--- src/rtl/digct_monitor.sv ---
// digct_monitor: debounces the three DigCt flags, counts debounced rising edges in
// saturating counters, and serves a four-phase clear-on-read port for them.
module digct_monitor #(
    parameter int DEB_CYC = 4,
    parameter int CNT_W   = 8
) (
    input  logic             clk_i,
    input  logic             rst_n_i,
    input  logic             flag1_i,
    input  logic             flag2_i,
    input  logic             flag3_i,
    input  logic             rd_req_i,
    input  logic [1:0]       rd_sel_i,
    output logic             rd_ack_o,
    output logic [CNT_W-1:0] rd_data_o,
    output logic [2:0]       deb_out_o,
    output logic             any_evt_o
);
    typedef enum logic {IDLE, ACK} state_e;

    localparam logic [3:0]       LIM  = 4'(DEB_CYC);
    localparam logic [CNT_W-1:0] CMAX = '1;

    state_e                  state_q, state_d;
    logic [2:0][3:0]         stab_q, stab_d;
    logic [2:0][CNT_W-1:0]   cnt_q, cnt_d;
    logic [2:0]              deb_q, deb_d, prev_q, rise, flag;
    logic [CNT_W-1:0]        rd_data_q, rd_data_d;
    logic                    any_q, accept;

    assign flag   = {flag3_i, flag2_i, flag1_i};
    assign rise   = deb_q & ~prev_q;
    assign accept = state_q == IDLE && rd_req_i;

    always_comb begin
        stab_d = stab_q;
        deb_d  = deb_q;
        cnt_d  = cnt_q;
        for (int i = 0; i < 3; i++) begin
            stab_d[i] = (flag[i] == deb_q[i] || stab_q[i] + 4'd1 == LIM) ? 4'd0 : stab_q[i] + 4'd1;
            deb_d[i]  = (flag[i] != deb_q[i] && stab_q[i] + 4'd1 == LIM) ? flag[i] : deb_q[i];
            // a clear coinciding with an event keeps that event
            cnt_d[i]  = (accept && rd_sel_i == 2'(i)) ? CNT_W'(rise[i]) :
                        (rise[i] && cnt_q[i] != CMAX) ? cnt_q[i] + 1'b1 : cnt_q[i];
        end
        state_d   = accept ? ACK : (state_q == ACK && !rd_req_i) ? IDLE : state_q;
        rd_data_d = !accept           ? rd_data_q :
                    rd_sel_i == 2'd0  ? cnt_q[0]  :
                    rd_sel_i == 2'd1  ? cnt_q[1]  :
                    rd_sel_i == 2'd2  ? cnt_q[2]  : CNT_W'(deb_q);
    end

    always_ff @(posedge clk_i or negedge rst_n_i) begin
        if (!rst_n_i) begin
            state_q   <= IDLE;
            stab_q    <= '0;
            cnt_q     <= '0;
            deb_q     <= '0;
            prev_q    <= '0;
            rd_data_q <= '0;
            any_q     <= 1'b0;
        end else begin
            state_q   <= state_d;
            stab_q    <= stab_d;
            cnt_q     <= cnt_d;
            deb_q     <= deb_d;
            prev_q    <= deb_q;
            rd_data_q <= rd_data_d;
            any_q     <= |rise;
        end
    end

    assign rd_ack_o  = state_q == ACK;
    assign rd_data_o = rd_data_q;
    assign deb_out_o = deb_q;
    assign any_evt_o = any_q;
endmodule

--- config.mk ---
export PLATFORM = sky130hd
export DESIGN_NAME = digct_monitor
export DESIGN_NICKNAME = d
export VERILOG_FILES = /design/src/rtl/digct_monitor.sv
export SDC_FILE = /design/constraint.sdc
export NUM_CORES = 1
export LEC_CHECK = 0
export CAP_MARGIN = 20
export CELL_PAD_IN_SITES_DETAIL_PLACEMENT = 0
export CELL_PAD_IN_SITES_GLOBAL_PLACEMENT = 1
export CORE_ASPECT_RATIO = 1.75
export CORE_MARGIN = 5
export CORE_UTILIZATION = 35
export DETAILED_ROUTE_END_ITERATION = 10
export DONT_BUFFER_PORTS = 1
export MAX_ROUTING_LAYER = met4
export PLACE_DENSITY = 0.58
export SLEW_MARGIN = 20
export SYNTH_ARGS = -nofsm -noshare
export SYNTH_HDL_FRONTEND = slang
export SYNTH_SLANG_ARGS = --single-unit
--- constraint.sdc ---
create_clock -name clk_i -period 4.7 [get_ports clk_i]
set_clock_uncertainty 0.2 [all_clocks]
set_input_delay 0.47 -clock clk_i [delete_from_list [all_inputs] [get_ports clk_i]]
set_output_delay 0.47 -clock clk_i [all_outputs]
set_load 0.01 [all_outputs]
; Word level (Yosys, flattened, before mapping)
; Index checks and enable logic that the tools add are counted.
[word_totals]
mem_bits_rw = 0
mem_count = 0
out_inout_bits = 13
romBits = 0
regBits = 52
latch_bits = 0
input_bits = 8
[classes]
bitwise_logic = 3
n_reduce_logical = 21
n_addsub = 6
mul = 0
magnitude_cmp = 0
n_shift = 0
div_mod_pow = 0
n_eq_ne = 14
mux = 14
[ops]
columns = operator, n
row1 = $mux W8, 9
row2 = $add A8 B1 Y8 const B, 3
row3 = $ne A8 B8 Y1 const B, 3
row4 = $add A4 B1 Y4 const B, 3
row5 = $eq A4 B3 Y1 const B, 3
row6 = $mux W4, 3
row7 = $logic_and A1 B1 Y1, 11
row8 = $reduce_bool A2 Y1, 4
row9 = $and A3 B3 Y3, 1
row10 = $eq A1 B1 Y1, 3
row11 = $logic_or A1 B1 Y1, 3
row12 = $ne A1 B1 Y1, 3
row13 = $not A3 Y3, 1
row14 = $reduce_or A3 Y1, 1
row15 = $eq A2 B1 Y1 const B, 1
row16 = $eq A2 B2 Y1 const B, 1
row17 = $logic_not A2 Y1, 1
row18 = $mux W1, 2
row19 = $logic_not A1 Y1, 1
row20 = $not A1 Y1, 1

; Logic depth before layout (Yosys ltp)
[depth]
word_depth = 5
ltp_mapped = 6
mapped_depth_nobuf = 5

; Least setup slack after synthesis
; OpenSTA, ideal clock, no wires.
[synth_path]
kind = register to register
from = register cnt_q[16] in the netlist's numbering
to = register cnt_q[19] in the netlist's numbering
required_time_ps = 4360
t_arrival_ps = 1409
setup_slack_ps = 2951
stages_incl_launch_ff = 6
path_buffers = 1
cell_sequence = dfrtp_1 -> ha_1 -> and4_1 -> buf_2 -> a2111oi_0 -> a211oi_1
[synth_via]
elab_chain_cells = 3
word_cells_on_any_way = 6
[synth_lines]
columns = element, line
row1 = "start, declared", 26  ; logic [2:0][CNT_W-1:0] cnt_q, cnt_d;
row2 = "start signal, assigned", 65  ; cnt_q <= cnt_d;
row3 = $add A8 B1 Y8 or $ne A8 B8 Y1 (tied branches), 44  ; (rise[i] && cnt_q[i] != CMAX) ? cnt_q[i] + 1'b1 : cnt_q[i];
row4 = $mux W8 or $logic_and A1 B1 Y1 (tied branches), 44
row5 = $mux W8 or $reduce_bool A2 Y1 (tied branches), -
; Parallel ways exist; a longest one is shown, timed or not. The select of a mux whose other input is x is not followed.
; A chain may end at the register's enable or synchronous reset.

; Final worst setup path
[layout_path]
from = register state_q (netlist: rd_ack_o)
to = register cnt_q[0] in the netlist's numbering
[layout_via]
elab_chain_cells = 4
word_cells_on_any_way = 5
[layout_lines]
columns = element, line
row1 = "start, declared", 24  ; state_e state_q, state_d;
row2 = "start signal, assigned", 63  ; state_q <= state_d;
row3 = $not A1 Y1 (*), 33  ; assign accept = state_q == IDLE && rd_req_i;
row4 = $logic_and A1 B1 Y1 (*), 33
row5 = named net accept, 29  ; logic any_q, accept;
row6 = $logic_and A1 B1 Y1 (*), 43  ; cnt_d[i] = (accept && rd_sel_i == 2'(i)) ? CNT_W'(rise[i]) :
row7 = $mux W8 or $reduce_bool A2 Y1 (tied branches), -
; The timed path passes the listed nets; every way through them passes the cells marked *.

==> results.sh <==
export IMPL_crit_fanout=20
export IMPL_layout_drive_gt1_share_pct=9.06
export IMPL_place_congestion=0.750
export IMPL_fin_cells=344
export IMPL_synth_distinct_cells=51
export IMPL_synth_xor_area_share_pct=1.90
export IMPL_drc=0
export IMPL_die_w_um=77.1
export IMPL_fin_setup_tns_ns=0
export IMPL_yosysSeqAreaShare_pct=47.1
export IMPL_diodes=0
export IMPL_grt_pass1_vias=1997
export IMPL_muxShareOfSynthArea_pct=9.93
export IMPL_vias_per_cell=5.83
export IMPL_synth_top_area_share_pct=47.1
export IMPL_hp_class="input port to register"
export IMPL_fin_nets=268
export IMPL_num_rows=43
export IMPL_ctsRootBufferMaster="clkbuf_16"
export IMPL_yosysMostFrequentCell="dfrtp_1"
export IMPL_worstPathArrival_ns=2.08
export IMPL_yosysTopAreaCell="dfrtp_1"
export IMPL_place_area_sq_um=2830
export IMPL_syn_to_final_growth_pct=9.25
export IMPL_antenna_found_initial=0
export IMPL_critical_path_class="register to register"
export IMPL_clk_path_buf_depth=2
export IMPL_grt_total_usage_pct=13.6
export IMPL_synth_simple_area_share_pct=23.2
export IMPL_netlist_instances=253
export IMPL_ys_ff_latch=52
export IMPL_path_clk_slew_ns=0.07
export IMPL_dp_hpwl_um=4570
export IMPL_ios=21
export IMPL_yosys_most_used_dff="dfrtp_1"
export IMPL_synth_compound_area_share_pct=12.0
export IMPL_overflow=0
export IMPL_synth_async_reset_ratio_pct=100
export IMPL_die_area_sq_um=9830
export IMPL_cts_buffers_inserted=5
export IMPL_yosysWarnings=0
export IMPL_drt_iter0_markers=47
export IMPL_die_h_um=127
export IMPL_clk_latency_ns=0.29
export IMPL_critPathLaunchType="register"
export IMPL_cp_end_kind="register"
export IMPL_core_sq_um=7800
export IMPL_fmax_mhz=472
export IMPL_clkSinkCount=52
export IMPL_grt_pass1_wl_um=10300
export IMPL_setup_viol=0
export IMPL_fin_area_sq_um=3020
export IMPL_r2r_cells=5
export IMPL_start_util_pct=35.4
export IMPL_grt_max_degree=53
export IMPL_mappedNetlistNets=268
export IMPL_hold_viol=0
export IMPL_tightest_slew_ns=0.698
export IMPL_synth_top_family_by_area="simple AND/OR/NAND/NOR gates"
export IMPL_synth_area_leaders="dfrtp_1 (47%), mux2i_1 (4.4%), a21oi_1 (3.4%)"
export IMPL_cap_violations=0
export IMPL_period_share_pct=45.1
export IMPL_htreeDepth=2
export IMPL_p_leak_uw=0.00129
export IMPL_synth_edf_count=0
export IMPL_hold_depth=1
export IMPL_yosys_top_cells_count="dfrtp_1 (52), a21oi_1 (19), nand2_1 (17)"
export IMPL_fin_crit_ns=2.12
export IMPL_synth_adder_area_share_pct=3.17
export IMPL_vias=2005
export IMPL_rsz0062_at_grt="no"
export IMPL_dp_cells=334
export IMPL_portBuffers=0
export IMPL_wl_um=6210
export IMPL_drv_slew=0
export IMPL_relSlewSlack_pct=53.5
export IMPL_dr_pass1_iters=4
export IMPL_syn_area_sq_um=2760
export IMPL_finalCoreUtilization_pct=38.7
export IMPL_avgSynthCellArea_sq_um=10.9
export IMPL_avgRoutedWirePerCell_um=18.0
export IMPL_powerDensity_nw_per_um2=520
export IMPL_required_ns=4.66
export IMPL_ir_drop_mv=0.219
export IMPL_cts_tree="built"
export IMPL_final_antenna_net_count=0
export IMPL_outcome="finished clean"
sequential cells by signal (all words and copies together) (netlist names):
signal     cells
rd_data_o      8
stab_q        12
rd_ack_o       1
deb_out_o      3
any_evt_o      1
prev_q         3
cnt_q         24
layout by cell type (no fill, tap or decap), types with 2 or more instances in the layout:
cell type   n
and3_1      3
o221ai_1    3
o2111a_1    2
mux2_2      7
a41oi_1     3
and4b_1     4
nor3b_1     8
nor4_2      2
clkinv_2    2
xnor2_1     3
nor3_1     11
a2bb2oi_1   5
a211o_1     2
ha_1        7
nand4_1     4
nand2b_1    8
nand2_1    17
dfrtp_1    52
clkbuf_16   5
a21oi_1    19
nand3_1    11
mux4_1      2
and4_1      6
a211oi_1    3
nand4b_1    3
and2_1      2
a31oi_1     3
xor2_1      3
mux2i_1    12
nor2_1      8
nand3b_2    2
nand3b_1    4
inv_1       8
area by class of cell:
cell class,count,area (sq um)
clock buffers,6,139
clock inverters,2,10.0
fillers,763,4790
inverters,8,30.0
multi-input cells,184,1390
flip-flops and latches,52,1300
well taps,90,113
repair buffers,2,37.5
critical path: stages (launching register included):
cell and delay, ns:
dfrtp_1 0.42, inv_1 0.07, ha_1 0.60, or3b_1 0.49
nand2_1 0.10, o221ai_1 0.10
where the power goes:
group | switching (uW) | internal, uW | total (uW)
Combinational | 184 | 200 | 384
Clock | 164 | 210 | 375
Sequential | 222 | 589 | 811
stage by stage:
step | hold WS, ns | total power [uW] | setup WS (ns)
after floorplan | -0.0256 | 1080 | 2.95
after global placement | -0.0242 | 1200 | 2.59
after detailed placement | -0.0240 | 1200 | 2.56
after CTS | 0.114 | 1610 | 2.55
after global routing | 0.108 | 1690 | 2.41
final | 0.126 | 1570 | 2.58
final timing paths:
path                                start           end  slack (ns)
worst max register to register   rd_ack_o      cnt_q[0]        2.58
worst min register to register  stab_q[4]     stab_q[4]        0.28
max in group asynchronous         rst_n_i     cnt_q[21]        3.55
min in group asynchronous         rst_n_i    stab_q[11]        0.50
worst min-delay path              flag1_i  deb_out_o[0]        0.13
worst max-delay path             rd_ack_o      cnt_q[0]        2.58
per-layer routing:
layer	up-vias	global-route usage, %	share of wire, %
met5	-	-	0
met4	0	5.67	2.0
met3	6	3.03	3.4
met2	23	23.9	56
met1	1008	14.6	39
li1	968	-	-
kinds of logic (layout without fill, tap and decap cells):
logic type                 after synthesis  in the layout
and+or+nand+nor                        102            102
xor gates and xnor gates                 6              6
AOI/OAI and AO/OA                       47             47
DFF                                     52             52
adders and majority gates                7              7
muxes                                   22             22
buffers and inverters                   17             18
repair_timing:
item,4_1_cts,5_1_grt
endpoints found under the setup margin,0,0
endpoints found under the hold margin,52,0
hold buffers,2,0
gates resized for setup,0,0
setup buffers,0,0
Note: power is estimated with default switching activity, not from simulation.
